File: src/rtl/mem_bus_arbiter.sv
// Two-requester memory bus arbiter: round-robin FSM with hold-time preemption,
// shared bus mux from the current owner, and address decode of slave read data.
module mem_bus_arbiter #(
  parameter int unsigned MAX_HOLD = 32
) (
  input  logic         Clk,
  input  logic         nReset,
  input  logic         req0,
  input  logic         req1,
  input  logic [15:0]  addr0,
  input  logic [15:0]  addr1,
  input  logic         nRead0,
  input  logic         nRead1,
  input  logic         nWrite0,
  input  logic         nWrite1,
  input  logic [255:0] wdata0,
  input  logic [255:0] wdata1,
  input  logic [255:0] InstructDataOut,
  input  logic [255:0] MemDataOut,
  input  logic [255:0] MatrixDataOut,
  output logic         gnt0,
  output logic         gnt1,
  output logic [15:0]  address,
  output logic         nRead,
  output logic         nWrite,
  output logic [255:0] busDataOut,
  output logic [255:0] rdata,
  output logic         timeout,
  output logic         decodeErr
);

  typedef enum logic [1:0] {IDLE = 2'd0, OWN0 = 2'd1, OWN1 = 2'd2, TURN = 2'd3} state_t;

  state_t       state_q, state_d;
  logic         rr_q, rr_d;
  logic [7:0]   cnt_q, cnt_d;
  logic         gnt0_q, gnt1_q, timeout_q, timeout_d;
  logic         hold_done;
  logic [7:0]   cnt_inc;
  logic         mapped;

  // Counter holds completed grant cycles, so this edge ends grant cycle cnt_q+1.
  assign hold_done = (32'(cnt_q) + 32'd1) >= MAX_HOLD;
  assign cnt_inc   = (cnt_q == 8'hFF) ? cnt_q : cnt_q + 8'd1;

  always_comb begin
    state_d   = state_q;
    rr_d      = rr_q;
    cnt_d     = 8'd0;
    timeout_d = 1'b0;
    case (state_q)
      IDLE, TURN: begin
        if (req0 && req1)  state_d = rr_q ? OWN1 : OWN0;
        else if (req0)     state_d = OWN0;
        else if (req1)     state_d = OWN1;
        else               state_d = IDLE;
      end
      OWN0: begin
        if (!req0) begin
          state_d = TURN;
          rr_d    = 1'b1;
        end else if (req1 && hold_done) begin
          state_d   = TURN;
          rr_d      = 1'b1;
          timeout_d = 1'b1;
        end else begin
          cnt_d = cnt_inc;
        end
      end
      OWN1: begin
        if (!req1) begin
          state_d = TURN;
          rr_d    = 1'b0;
        end else if (req0 && hold_done) begin
          state_d   = TURN;
          rr_d      = 1'b0;
          timeout_d = 1'b1;
        end else begin
          cnt_d = cnt_inc;
        end
      end
      default: state_d = IDLE;
    endcase
  end

  always_ff @(posedge Clk or negedge nReset) begin
    if (!nReset) begin
      state_q   <= IDLE;
      rr_q      <= 1'b0;
      cnt_q     <= 8'd0;
      gnt0_q    <= 1'b0;
      gnt1_q    <= 1'b0;
      timeout_q <= 1'b0;
    end else begin
      state_q   <= state_d;
      rr_q      <= rr_d;
      cnt_q     <= cnt_d;
      gnt0_q    <= (state_d == OWN0);
      gnt1_q    <= (state_d == OWN1);
      timeout_q <= timeout_d;
    end
  end

  assign gnt0    = gnt0_q;
  assign gnt1    = gnt1_q;
  assign timeout = timeout_q;

  // Strobes pass through untouched, even both-low; arbitration is per owner only.
  always_comb begin
    address    = 16'h0000;
    nRead      = 1'b1;
    nWrite     = 1'b1;
    busDataOut = '0;
    case (state_q)
      OWN0: begin
        address    = addr0;
        nRead      = nRead0;
        nWrite     = nWrite0;
        busDataOut = wdata0;
      end
      OWN1: begin
        address    = addr1;
        nRead      = nRead1;
        nWrite     = nWrite1;
        busDataOut = wdata1;
      end
      default: ;
    endcase
  end

  always_comb begin
    rdata  = '0;
    mapped = 1'b1;
    if (address[15])                   rdata = InstructDataOut;
    else if (address[15:12] == 4'h2)   rdata = MatrixDataOut;
    else if (address[15:12] == 4'h0)   rdata = MemDataOut;
    else                               mapped = 1'b0;
  end

  assign decodeErr = !mapped && (!nRead || !nWrite);

endmodule
File: config.mk
export PLATFORM = sky130hd
export DESIGN_NAME = mem_bus_arbiter
export DESIGN_NICKNAME = d
export VERILOG_FILES = /design/src/rtl/mem_bus_arbiter.sv
export SDC_FILE = /design/constraint.sdc
export NUM_CORES = 1
export LEC_CHECK = 0
export CORE_AREA = 2 2 716 718
export CTS_BUF_LIST = sky130_fd_sc_hd__clkbuf_4
export CTS_CLUSTER_DIAMETER = 200
export DETAILED_ROUTE_END_ITERATION = 10
export DIE_AREA = 0 0 718 720
export SLEW_MARGIN = 10
export SYNTH_ARGS = -nofsm -noshare
export SYNTH_HDL_FRONTEND = slang
export SYNTH_SLANG_ARGS = --single-unit
File: constraint.sdc
create_clock -name Clk -period 3.5 [get_ports Clk]
set_input_delay 0.875 -clock Clk [delete_from_list [all_inputs] [get_ports Clk]]
set_output_delay 0.875 -clock Clk [all_outputs]
set_load 0.01 [all_outputs]
==> results.md <==
* Status: complete, but fails checks
* Failing checks: negative setup slack
* Routed WL per cell at just over 40 um
* Worst path arrival time at slightly below 3 ns
* Slew Viols, Final at 0
* Mapped cell area at a little under 0.01 mm^2
* Endpoints failing hold at 0
* Post-DRT Antenna Nets at 0
* Synth warn at 0
* CP endpoint kind: output port
* Hpwl dp at ~410000 um
* Peak fanout along the critical path at 6
* # setup viols final at 180
* Full die area at around 0.52 mm^2
* Critical path class: flip-flop to output port
* Startpoint Class: flip-flop
* Top area cells in the synthesized netlist: mux2i_1 (26%), a22oi_1 (20%), o21ai_1 (13%), nor2_1 (11%), nand2_1 (10%)
* Initial antenna violation count at between 300 and 400
* CTS Buf Count at 3
* Critical-path top delay cell: mux2i_4
* Clock Skew at between 0.006 and 0.007 ns
* CTS H-tree lvls at 1
* Fmax at ~0.26 GHz
* RSZ-0062 raised after global routing: true
* Worst-path cell chain: buf_6, ha_4, a22oi_4, nor2_8, buf_12, buf_16, buf_12, mux2i_4, o21ai_4, buf_12
* Total GRT Usage at 0.163
* First-pass GRT wire length at between 400000 and 500000 um
* Clock sink count at 14
* Largest net degree at the start of global routing at 39
* Nets at roughly 5.2k
* Peak VDD IR at around 0.47 mV
* Via Count at 25.5k
* CTS tree: yes
* Placed Instances at approximately 10k
* Crit share post-route at 1.08
* Worst-Skew Late Latency at 0.28 ns
* Synth-to-Final Area Change at 402%
* Number of placed I/O pins at between 1.5k and 2k
* CP most frequent cell: buf_12
* Slew HR at 0.121
* Design Power at 53.1 mW
* Hold Path Origin: cnt_q[6]
* Max Root-Sink Buffers at 2
* CP Data Required Time at 2.62 ns
* Die Y at ~700 um
* Main synth FF type: dfrtp_1
* Worst slew pin tran at roughly 1.3 ns
* Most frequent cells in the layout: clkdlybuf4s50_1 (1420), buf_4 (367), buf_12 (313), nor2_1 (277), a22oi_1 (249)
* Sequential-to-total area share from yosys stat at 0.0354
* Synth Register Bits at 14
* GP Congestion at around 1.1
* Initial Utilization at 0.0195
* Number of flops mapped to enable cells by yosys at 0
* Delay of the slowest critical-path stage at around 0.7 ns
* Final setup margin at -0.288 ns
* Die Width at between 700 and 800 um
* Commonest non-fill, non-tap cell in the layout: clkdlybuf4s50_1
* Iter 0 DRT Violations at approximately 1.8k
* Tmin final at roughly 3.8 ns
* Root Buffer: clkbuf_4
* Top-area cell type share of the netlist area at 0.261
* Largest area contributor in the netlist: mux2i_1
* Core Area at 0.508 mm^2
* Synth async-reset ratio at 1.00
* Max-Cap Viols at 0
* RR Startpoint: state_q[1]
* Mean Syn Cell Area at 6.25 um^2
* Reg clk slew, reported paths at approximately 0.09 ns
* Syn nets at ~2.9k
* Crit path launch: state_q[1]
* Post-Syn Instances at approximately 1.6k
* Layout cell share with drive strength beyond 1 at 0.360
* Port bufs at around 1.9k
* Vias in the first global route at about 24k
* LEAKAGE at about 17 nW
* Fill count at 58.9k
* PD cells at 1070 mW/mm^2
* Final WL at 442000 um
* DRC viols at 0
* # rows at about 260
* Unique masters post-synth at 44
* Pre-antenna DRT Iters at 5
* Fin cells at around 11k
* Overflow after GRT at 0
* Post-DR vias/cell at between 2 and 2.5
* Post-cts hold buffer count at 0
* Hold/Removal Path Class: flip-flop to flip-flop
-- flip-flops by register name, indices dropped and copies added, names as in the netlist --
signal and count:
gnt1 1, state_q 2, timeout 1, gnt0 1, rr_q 1, cnt_q 8
-- area by class of cell --
type                    count  area [um^2]  share of cell area
flip-flops and latches     14          350             0.00705
repair buffers           2461        28200               0.566
inverters                   6         22.5            0.000453
diodes                    316          791              0.0159
well taps                6732         8420               0.169
clock inverters             1         3.75           0.0000755
clock buffers               3         22.5            0.000453
multi-input cells        1385        11900               0.240
-- repair_timing --
| action | in CTS | in global routing |
|---|---|---|
| resized for setup | 873 | 533 |
| pin swaps | 94 | 105 |
| endpoints found under the setup margin | 376 | 347 |
| buffers inserted | 106 | 70 |
| cloned | 31 | 9 |
-- metal layers --
| layer | global-route usage | up-vias | share of wire |
|---|---|---|---|
| met4 | 0.0484 | 128 | 0.039 |
| met5 | 0 | - | 0.0019 |
| met1 | 0.202 | 12462 | 0.42 |
| met2 | 0.259 | 1646 | 0.45 |
| met3 | 0.0622 | 638 | 0.090 |
| li1 | - | 10668 | - |
-- cell usage after synthesis, types with 3 or more instances --
| cell | n |
|---|---|
| nor2_1 | 278 |
| a21oi_1 | 8 |
| xnor2_1 | 3 |
| mux2i_1 | 258 |
| buf_6 | 11 |
| buf_2 | 93 |
| ha_1 | 5 |
| nor3_1 | 3 |
| dfrtp_1 | 14 |
| clkbuf_1 | 42 |
| nand2_1 | 265 |
| inv_1 | 5 |
| o21ai_1 | 256 |
| nand3_1 | 4 |
| buf_4 | 17 |
| a22oi_1 | 270 |
| buf_8 | 15 |
| and3_1 | 4 |
-- stage by stage --
step | hold WS (ns) | cell area (um^2) | util | TNS (ns) | setup WS [ns]
after floorplan | 0.522 | 9890 | - | 0 | 0.814
after global routing | 0.617 | 49600 | 0.0975 | -33.75 | -0.312
after global placement | 0.555 | 42200 | 0.0829 | -147.33 | -2.34
after CTS | 0.579 | 46900 | 0.0923 | -37.20 | -0.314
final | 0.592 | 49700 | 0.0978 | -16.96 | -0.288
after detailed placement | 0.564 | 42200 | 0.0831 | -138.41 | -1.61
-- path summary, 6_finish.rpt --
check	endpoint	slack, ns	cells past startpoint
setup / recovery	rdata[118]	-0.29	10
hold / removal	cnt_q[6]	0.59	1
setup reg to reg	gnt1	1.17	9
max in group asynchronous	rr_q	2.03	1
hold reg to reg	cnt_q[6]	0.59	1
min in group asynchronous	cnt_q[0]	1.04	1
-- worst max-delay path, delay by kind of cell (launching register included) --
family                     cells  cell delay [ns]
adders and majority gates      1             0.19
DFF                            1             0.42
muxes                          1             0.69
buffers and inverters          5             0.77
and+or+nand+nor                1             0.06
AOI/OAI and AO/OA              2             0.37
-- power by group --
group	internal (mW)	leakage [nW]	switching [mW]
Clock	0.0413	0.0174	0.0537
Combinational	23.3	16.6	29.5
Sequential	0.195	0.185	0.0560
Total	23.5	16.8	29.6
-- kinds of logic after synthesis --
logic type               synth area share
XOR/XNOR                          0.00354
buffers and inverters               0.114
multiplexers                        0.263
AND/OR/NAND/NOR                     0.224
AO/OA/AOI/OAI                       0.354
adder cells (fa/ha/maj)           0.00632
flip-flops                         0.0354
Power figures use the tool's default switching activity.
